$ cat config.mk
export PLATFORM = sky130hd
export DESIGN_NAME = fp_mul_pipe
export DESIGN_NICKNAME = d
export VERILOG_FILES = /design/src/rtl/fp_mul_pipe.sv
export SDC_FILE = /design/constraint.sdc
export NUM_CORES = 2
export LEC_CHECK = 0
export CAP_MARGIN = 10
export CORE_ASPECT_RATIO = 0.9
export CORE_UTILIZATION = 25
export CTS_BUF_LIST = sky130_fd_sc_hd__clkbuf_8
export CTS_CLUSTER_DIAMETER = 40
export CTS_CLUSTER_SIZE = 30
export DETAILED_ROUTE_END_ITERATION = 16
export PLACE_DENSITY = 0.48
export SYNTH_ARGS = -nofsm -noshare
export SYNTH_HDL_FRONTEND = slang
export SYNTH_SLANG_ARGS = --single-unit
$ cat constraint.sdc
create_clock -name clk -period 13.2 [get_ports clk]
set_input_delay 2.64 -clock clk [delete_from_list [all_inputs] [get_ports clk]]
set_output_delay 2.64 -clock clk [all_outputs]
set_load 0.02 [all_outputs]
$ cat src/rtl/fp_mul_pipe.sv
// rtl/fp_mul_pipe.sv - three-stage IEEE-style floating-point multiplier with global stall
module fp_mul_pipe #(
    parameter int EXP_W = 8,
    parameter int MAN_W = 23,
    localparam int W = 1 + EXP_W + MAN_W
) (
    input  logic         clk,
    input  logic         rst,
    input  logic         in_valid,
    output logic         in_ready,
    input  logic [W-1:0] operand1,
    input  logic [W-1:0] operand2,
    output logic         out_valid,
    input  logic         out_ready,
    output logic [W-1:0] result,
    output logic [3:0]   flags
);
    localparam int EW2 = EXP_W + 2;
    localparam int PW  = 2 * MAN_W + 2;
    localparam logic signed [EW2-1:0] BIAS    = EW2'((1 << (EXP_W - 1)) - 1);
    localparam logic signed [EW2-1:0] EXP_MAX = EW2'((1 << EXP_W) - 1);
    localparam logic signed [EW2-1:0] EXP_MIN = '0;
    localparam logic [EXP_W-1:0]      E_ONES  = '1;
    localparam logic [W-1:0]          QNAN    = {1'b0, E_ONES, 1'b1, {(MAN_W-1){1'b0}}};

    logic advance;
    assign advance  = !out_valid || out_ready;
    assign in_ready = advance;

    // Stage 1: unpack, classify, exponent sum
    logic               sa, sb;
    logic [EXP_W-1:0]   ea, eb;
    logic [MAN_W-1:0]   fa, fb;
    logic               zero_a, zero_b, inf_a, inf_b, nan_a, nan_b, snan_a, snan_b;
    logic               sign1_d, spec1_d;
    logic [W-1:0]       sres1_d;
    logic [3:0]         sflg1_d;
    logic signed [EW2-1:0] exp1_d;

    assign {sa, ea, fa} = operand1;
    assign {sb, eb, fb} = operand2;
    assign zero_a = (ea == '0);
    assign zero_b = (eb == '0);
    assign inf_a  = (ea == E_ONES) && (fa == '0);
    assign inf_b  = (eb == E_ONES) && (fb == '0);
    assign nan_a  = (ea == E_ONES) && (fa != '0);
    assign nan_b  = (eb == E_ONES) && (fb != '0);
    assign snan_a = nan_a && !fa[MAN_W-1];
    assign snan_b = nan_b && !fb[MAN_W-1];
    assign sign1_d = sa ^ sb;
    assign exp1_d  = $signed(EW2'(ea)) + $signed(EW2'(eb)) - BIAS;

    always_comb begin
        spec1_d = 1'b0;
        sres1_d = '0;
        sflg1_d = 4'b0000;
        if (nan_a || nan_b) begin
            spec1_d = 1'b1;
            sres1_d = QNAN;
            sflg1_d = {snan_a || snan_b, 3'b000};
        end else if ((inf_a && zero_b) || (inf_b && zero_a)) begin
            spec1_d = 1'b1;
            sres1_d = QNAN;
            sflg1_d = 4'b1000;
        end else if (inf_a || inf_b) begin
            spec1_d = 1'b1;
            sres1_d = {sign1_d, E_ONES, {MAN_W{1'b0}}};
        end else if (zero_a || zero_b) begin
            spec1_d = 1'b1;
            sres1_d = {sign1_d, {(W-1){1'b0}}};
        end
    end

    logic                  v1_q, sign1_q, spec1_q;
    logic [W-1:0]          sres1_q;
    logic [3:0]            sflg1_q;
    logic signed [EW2-1:0] exp1_q;
    logic [MAN_W:0]        ma1_q, mb1_q;

    logic                  v2_q, sign2_q, spec2_q;
    logic [W-1:0]          sres2_q;
    logic [3:0]            sflg2_q;
    logic signed [EW2-1:0] exp2_q;
    logic [PW-1:0]         prod2_q;

    logic                  v3_q;
    logic [W-1:0]          result_q;
    logic [3:0]            flags_q;

    // Stage 3: normalise, round to nearest even, pack
    logic                  top, guard, rbit, sticky, round_up, carry, inexact;
    logic [PW-1:0]         norm;
    logic [MAN_W:0]        kept;
    logic [MAN_W+1:0]      rnd;
    logic [MAN_W-1:0]      frac;
    logic signed [EW2-1:0] exp_f;
    logic [W-1:0]          result_d;
    logic [3:0]            flags_d;

    assign top      = prod2_q[PW-1];
    assign norm     = top ? prod2_q : (prod2_q << 1);
    assign kept     = norm[PW-1:MAN_W+1];
    assign guard    = norm[MAN_W];
    assign rbit     = norm[MAN_W-1];
    assign sticky   = |norm[MAN_W-2:0];
    assign round_up = guard && (rbit || sticky || kept[0]);
    assign rnd      = {1'b0, kept} + {{(MAN_W+1){1'b0}}, round_up};
    assign carry    = rnd[MAN_W+1];
    assign frac     = carry ? rnd[MAN_W:1] : rnd[MAN_W-1:0];
    assign exp_f    = exp2_q + $signed({{(EW2-1){1'b0}}, top}) + $signed({{(EW2-1){1'b0}}, carry});
    assign inexact  = guard || rbit || sticky;

    always_comb begin
        result_d = {sign2_q, exp_f[EXP_W-1:0], frac};
        flags_d  = {3'b000, inexact};
        if (spec2_q) begin
            result_d = sres2_q;
            flags_d  = sflg2_q;
        end else if (exp_f >= EXP_MAX) begin
            result_d = {sign2_q, E_ONES, {MAN_W{1'b0}}};
            flags_d  = 4'b0101;
        end else if (exp_f <= EXP_MIN) begin
            result_d = {sign2_q, {(W-1){1'b0}}};
            flags_d  = 4'b0011;
        end
    end

    always_ff @(posedge clk) begin
        if (rst) begin
            v1_q     <= 1'b0;
            v2_q     <= 1'b0;
            v3_q     <= 1'b0;
            result_q <= '0;
            flags_q  <= '0;
        end else if (advance) begin
            v1_q     <= in_valid;
            sign1_q  <= sign1_d;
            spec1_q  <= spec1_d;
            sres1_q  <= sres1_d;
            sflg1_q  <= sflg1_d;
            exp1_q   <= exp1_d;
            ma1_q    <= {1'b1, fa};
            mb1_q    <= {1'b1, fb};

            v2_q     <= v1_q;
            sign2_q  <= sign1_q;
            spec2_q  <= spec1_q;
            sres2_q  <= sres1_q;
            sflg2_q  <= sflg1_q;
            exp2_q   <= exp1_q;
            prod2_q  <= PW'(ma1_q) * PW'(mb1_q);

            v3_q     <= v2_q;
            result_q <= result_d;
            flags_q  <= flags_d;
        end
    end

    assign out_valid = v3_q;
    assign result    = result_q;
    assign flags     = flags_q;
endmodule

[Yosys cells after proc, flatten, opt, wreduce, memory -nomap -nowiden]
Index checks and enable logic that the tools add are counted.
Word-level totals
  latch bits: 0
  logic and storage cells: 77
  memories kept: 0
  input bits: 68
  memory bits (writable): 0
  bits in registers: 229
  output and inout bits: 38
  ROM bits: 0
Cells by class
  reduce and logical (&&, ||, !) cells: 32
  $lt $le $gt $ge: 2
  bitwise logic cells: 2
  multiplexer cells: 13
  div/mod/pow operators: 0
  shift operators: 0
  multipliers: 1
  equal/unequal tests: 2
  add/subtract/negate cells: 5
Operators by type and width (count)
  2-to-1 mux 32 bit: 3
  2-to-1 mux 31 bit: 2
  multiplier 24 x 24 -> 48 bit: 1
  2-to-1 mux 48 bit: 1
  zero test 23 bit: 2
  nonzero test 23 bit: 2
  adder 24 x 1 -> 25 bit: 1
  2-to-1 mux 23 bit: 1
  OR reduction 22 bit: 1
  adder 10 x 2 -> 10 bit: 2
  == test 8 bit, second input constant: 2
  zero test 8 bit: 2
  2-to-1 mux 4 bit: 3
  greater-or-equal comparator 10 x 9 -> 1 bit, second input constant: 1
  <= comparator 10 x 1 -> 1 bit, second input constant: 1
  logical OR 1 bit: 10
  subtractor 9 x 7 -> 10 bit, second input constant: 1
  adder 8 x 8 -> 9 bit: 1
  logical AND 1 bit: 9
  zero test 1 bit: 3
  2-to-1 mux 3 bit: 1
  OR reduction 3 bit: 1
  2-to-1 mux 2 bit: 1
  AND reduction 2 bit: 1
  other kinds (4): 4

[Logic depth before layout (Yosys ltp)]
  word-level depth: 11
  gate-level depth with buffers: 26
  depth with buffers taken out: 24

[Worst setup path before layout]
No wires, ideal clock.
  path type: input to register
  start: input port out_ready
  end: register result_q[15], in the netlist result[15]
  stages on the path: 6
  data required time: 13.139 ns
  path slack: 2.971 ns
  library setup time: 0.061 ns
  arrival: 10.168 ns
  path buffers: 1
  cells stage by stage: nor2b_1 -> clkbuf_1 -> nor2_1 -> nand3_1 -> nor2_2 -> a32o_1
Between the ends
  cells in the longest elaborated chain, start to end: 1
RTL lines
  start, declared: RTL line 14  | input logic out_ready,
  logical OR 1 bit: RTL line 27  | assign advance = !out_valid || out_ready;
  end signal, assigned: RTL line 154  | result_q <= result_d;
  end, declared: RTL line 87  | logic [W-1:0] result_q;
Every way passes these cells.
A chain may end at the register's enable or synchronous reset.

[Worst setup path after layout]
  start: register mb1_q[8]
  end: register prod2_q[40], data pin
Between the ends
  cells in the longest elaborated chain, start to end: 1
RTL lines
  start, declared: RTL line 78  | logic [MAN_W:0] ma1_q, mb1_q;
  start signal, assigned: RTL line 143  | mb1_q <= {1'b1, fb};
  multiplier 24 x 24 -> 48 bit: RTL line 151  | prod2_q <= PW'(ma1_q) * PW'(mb1_q);
  end signal, assigned: RTL line 151
  end, declared: RTL line 84  | logic [PW-1:0] prod2_q;
Every way passes these cells.

==> metrics.yaml <==
synth:
  ys_seq_area_frac: 0.176
  synth_top_family_by_area: "adder cells"
  synth-compound-area-share: 0.0630
  postSynthCellCount: 2721
  yosys.cell_types.count: 69
  synthSimpleGateAreaFrac: 0.158
  synth_mux_area_frac: 0.00621
  synth_fa_ha_area_frac: 0.465
  async_flop_share: 0
  synth.avg_cell_area_um2: 9.55
  ys_ff_latch: 165
  synthFlopType: "edfxtp_1"
  synth-xor-area-share: 0.0283
  synth_edf_count: 126
  synth.cell_area_um2: 26000
  yosysWarnings: 0
  syn-num-nets: 3464
route:
  wl_mm: 76.6
  drtIter0Drc: 1147
  wl_per_cell_um: 18.5
  firstDrtPassIters: 5
  ant_nets: 0
  vias: 18600
  drc: 0
  viasPerCell: 4.48
clock_tree:
  path_clk_slew_ns: 0.11
  cts_setup_buffers: 0
  htreeDepth: 4
  cts_tree: "built"
  postCtsHoldBufs: 0
  cts_made_buffers: 17
  insertion_delay_ns: 0.53
  cts.path.max_buffers: 2
  post_cts_resized: 0
  cts-root-buf: "clkbuf_8"
  cts.sinks: 165
layout:
  areaGrowthSynthToFinish_pct: 11.9
  final_common_cell: "inv_1"
  drive_above_1_share: 0.0351
  final_cells: 4149
  layout_common_cells: "inv_1, fa_1, nand2_1"
  fin_nets: 3520
sta:
  finalSetupViolCount: 0
  fin_crit_ns: 8.50
  timing.final.crit_share: 0.644
  grt_setup_unrepaired: "false"
  timing.fmax_mhz: 118
  drv_slew: 0
  hold_violations: 0
  finClkSkew_ns: 0.0325
  relSlewSlack: 0.236
  worst_slew_pin_slew_ns: 1.15
  fin_setup_tns_ns: 0
floorplan:
  core_um2: 102000
  die_w_um: 342
  io_pins: 106
  initial_core_util: 0.254
  die_area_um2: 105000
  die_h_um: 308
  rows: 111
status:
  status: "complete, no violations"
placement:
  place.gp.congestion: 0.881
  io_buffers: 105
  dpl.cell_count: 4114
  hpwl_mm: 59.4
critical_path:
  worst_setup_path_end_kind: "flip-flop"
  startpoint: "mb1_q[8]"
  required_ns: 13.46
  path_class: "flip-flop to flip-flop"
  crit_path_max_fanout: 17
  r2r_end: "prod2_q[40]"
  start_kind: "flip-flop"
  rr_worst_depth: 24
  crit_end: "prod2_q[40]"
  crit_arrival_ns: 8.76
  r2r_slack_ns: 4.70
  regToRegStartpoint: "mb1_q[8]"
global_route:
  grt_pass1_vias: 19500
  gr-total-overflow: 0
  grt_pass1_wl_mm: 118
  antenna_found_initial: 7
  grt_max_degree: 68
  grt_usage: 0.149
worst_hold_path:
  hp-class: "flip-flop to flip-flop"
run:
  max_cap_viol_count: 0
metal layers:
layer  routed length, um  global-route usage  vias to the layer above
met2               34600               0.232                      475
met5                   0                   0                        -
li1                    -                   -                     8482
met1               35900               0.213                     9570
met3                4300              0.0248                       81
met4                1860              0.0420                        0
layout make-up:
cell class | instances | area (um2)
fillers | 10800 | 73300
multi-input cells | 1842 | 18700
flip-flops and latches | 165 | 4560
inverters | 597 | 2240
well taps | 1356 | 1700
repair buffers | 154 | 1420
clock buffers | 17 | 234
clock inverters | 15 | 174
diodes | 3 | 7.51
cells in the mapped netlist (5+ instances only):
cell type / number / area, um2
fa_1: 484 / 9690
nand3_1: 20 / 100
nand2b_1: 10 / 62.6
and2_1: 254 / 1590
and4_1: 7 / 61.3
o21ai_0: 33 / 165
nor3_1: 22 / 110
or4_1: 5 / 37.5
nor4_1: 20 / 125
nor2b_1: 11 / 68.8
xnor2_1: 50 / 438
xor2_1: 34 / 298
o211ai_1: 9 / 67.6
a22o_1: 12 / 105
a21o_1: 33 / 248
a21oi_1: 67 / 335
mux2i_1: 15 / 150
nor2_1: 91 / 342
edfxtp_1: 126 / 3780
a211oi_1: 11 / 82.6
inv_1: 593 / 2230
nand4_1: 18 / 113
nor3b_1: 5 / 37.5
a31oi_1: 16 / 100
ha_1: 191 / 2390
nand2_1: 341 / 1280
and3_1: 9 / 56.3
o21bai_1: 9 / 67.6
dfxtp_1: 39 / 781
clkbuf_1: 109 / 409
worst min-delay path by stage:
stage / startpoint / depth (start not counted) / slack (ns) / endpoint
after global placement: spec1_q / 0 / 0.40 / spec2_q
after global routing: spec1_q / 0 / 0.43 / spec2_q
after floorplan: exp1_q[0] / 0 / 0.40 / exp2_q[0]
final: spec1_q / 0 / 0.42 / spec2_q
after detailed placement: sign1_q / 0 / 0.41 / sign2_q
after CTS: spec1_q / 0 / 0.43 / spec2_q
registers in the layout, indices dropped and copies added (netlist names):
signal     flops
sres2_q        3
spec1_q        1
prod2_q       48
exp1_q        10
v2_q           1
sflg2_q        1
result        32
v1_q           1
exp2_q        10
sign2_q        1
spec2_q        1
flags          4
sres1_q        3
sign1_q        1
mb1_q         23
sflg1_q        1
out_valid      1
ma1_q         23
critical path, stage by stage (launching register included):
cell and delay [ns]:
edfxtp_1 0.95, clkinv_1 0.74, nor2_1 0.31, fa_1 0.49, fa_1 0.51, inv_1 0.05
fa_1 0.48, inv_1 0.06, fa_1 0.50, inv_1 0.06, fa_1 0.53, inv_1 0.05
fa_1 0.47, inv_1 0.05, fa_1 0.48, inv_1 0.05, ha_1 0.38, nand2_1 0.14
nor2_1 0.24, o211ai_1 0.26, a31oi_1 0.55, a221oi_1 0.24, a21oi_1 0.30, a21boi_0 0.19
xnor2_1 0.16
kinds of logic after synthesis:
logic type / Yosys count
simple gates: 828
compound gates: 239
xor+xnor: 84
mux: 16
buf+inv: 714
fa+ha+maj: 675
flops: 165
stage by stage:
| stage | area, um2 | hold WS (ns) | utilization | setup WS (ns) |
|---|---|---|---|---|
| after global routing | 29100 | 0.428 | 0.284 | 4.19 |
| after detailed placement | 28700 | 0.405 | 0.280 | 4.80 |
| after CTS | 29100 | 0.427 | 0.284 | 4.74 |
| final | 29100 | 0.421 | 0.284 | 4.70 |
| after global placement | 28700 | 0.401 | 0.280 | 4.76 |
| after floorplan | 26000 | 0.400 | - | 2.97 |
Power is not shown: default switching activity piles up to over one toggle a cycle in this logic, so the estimate is an artifact.
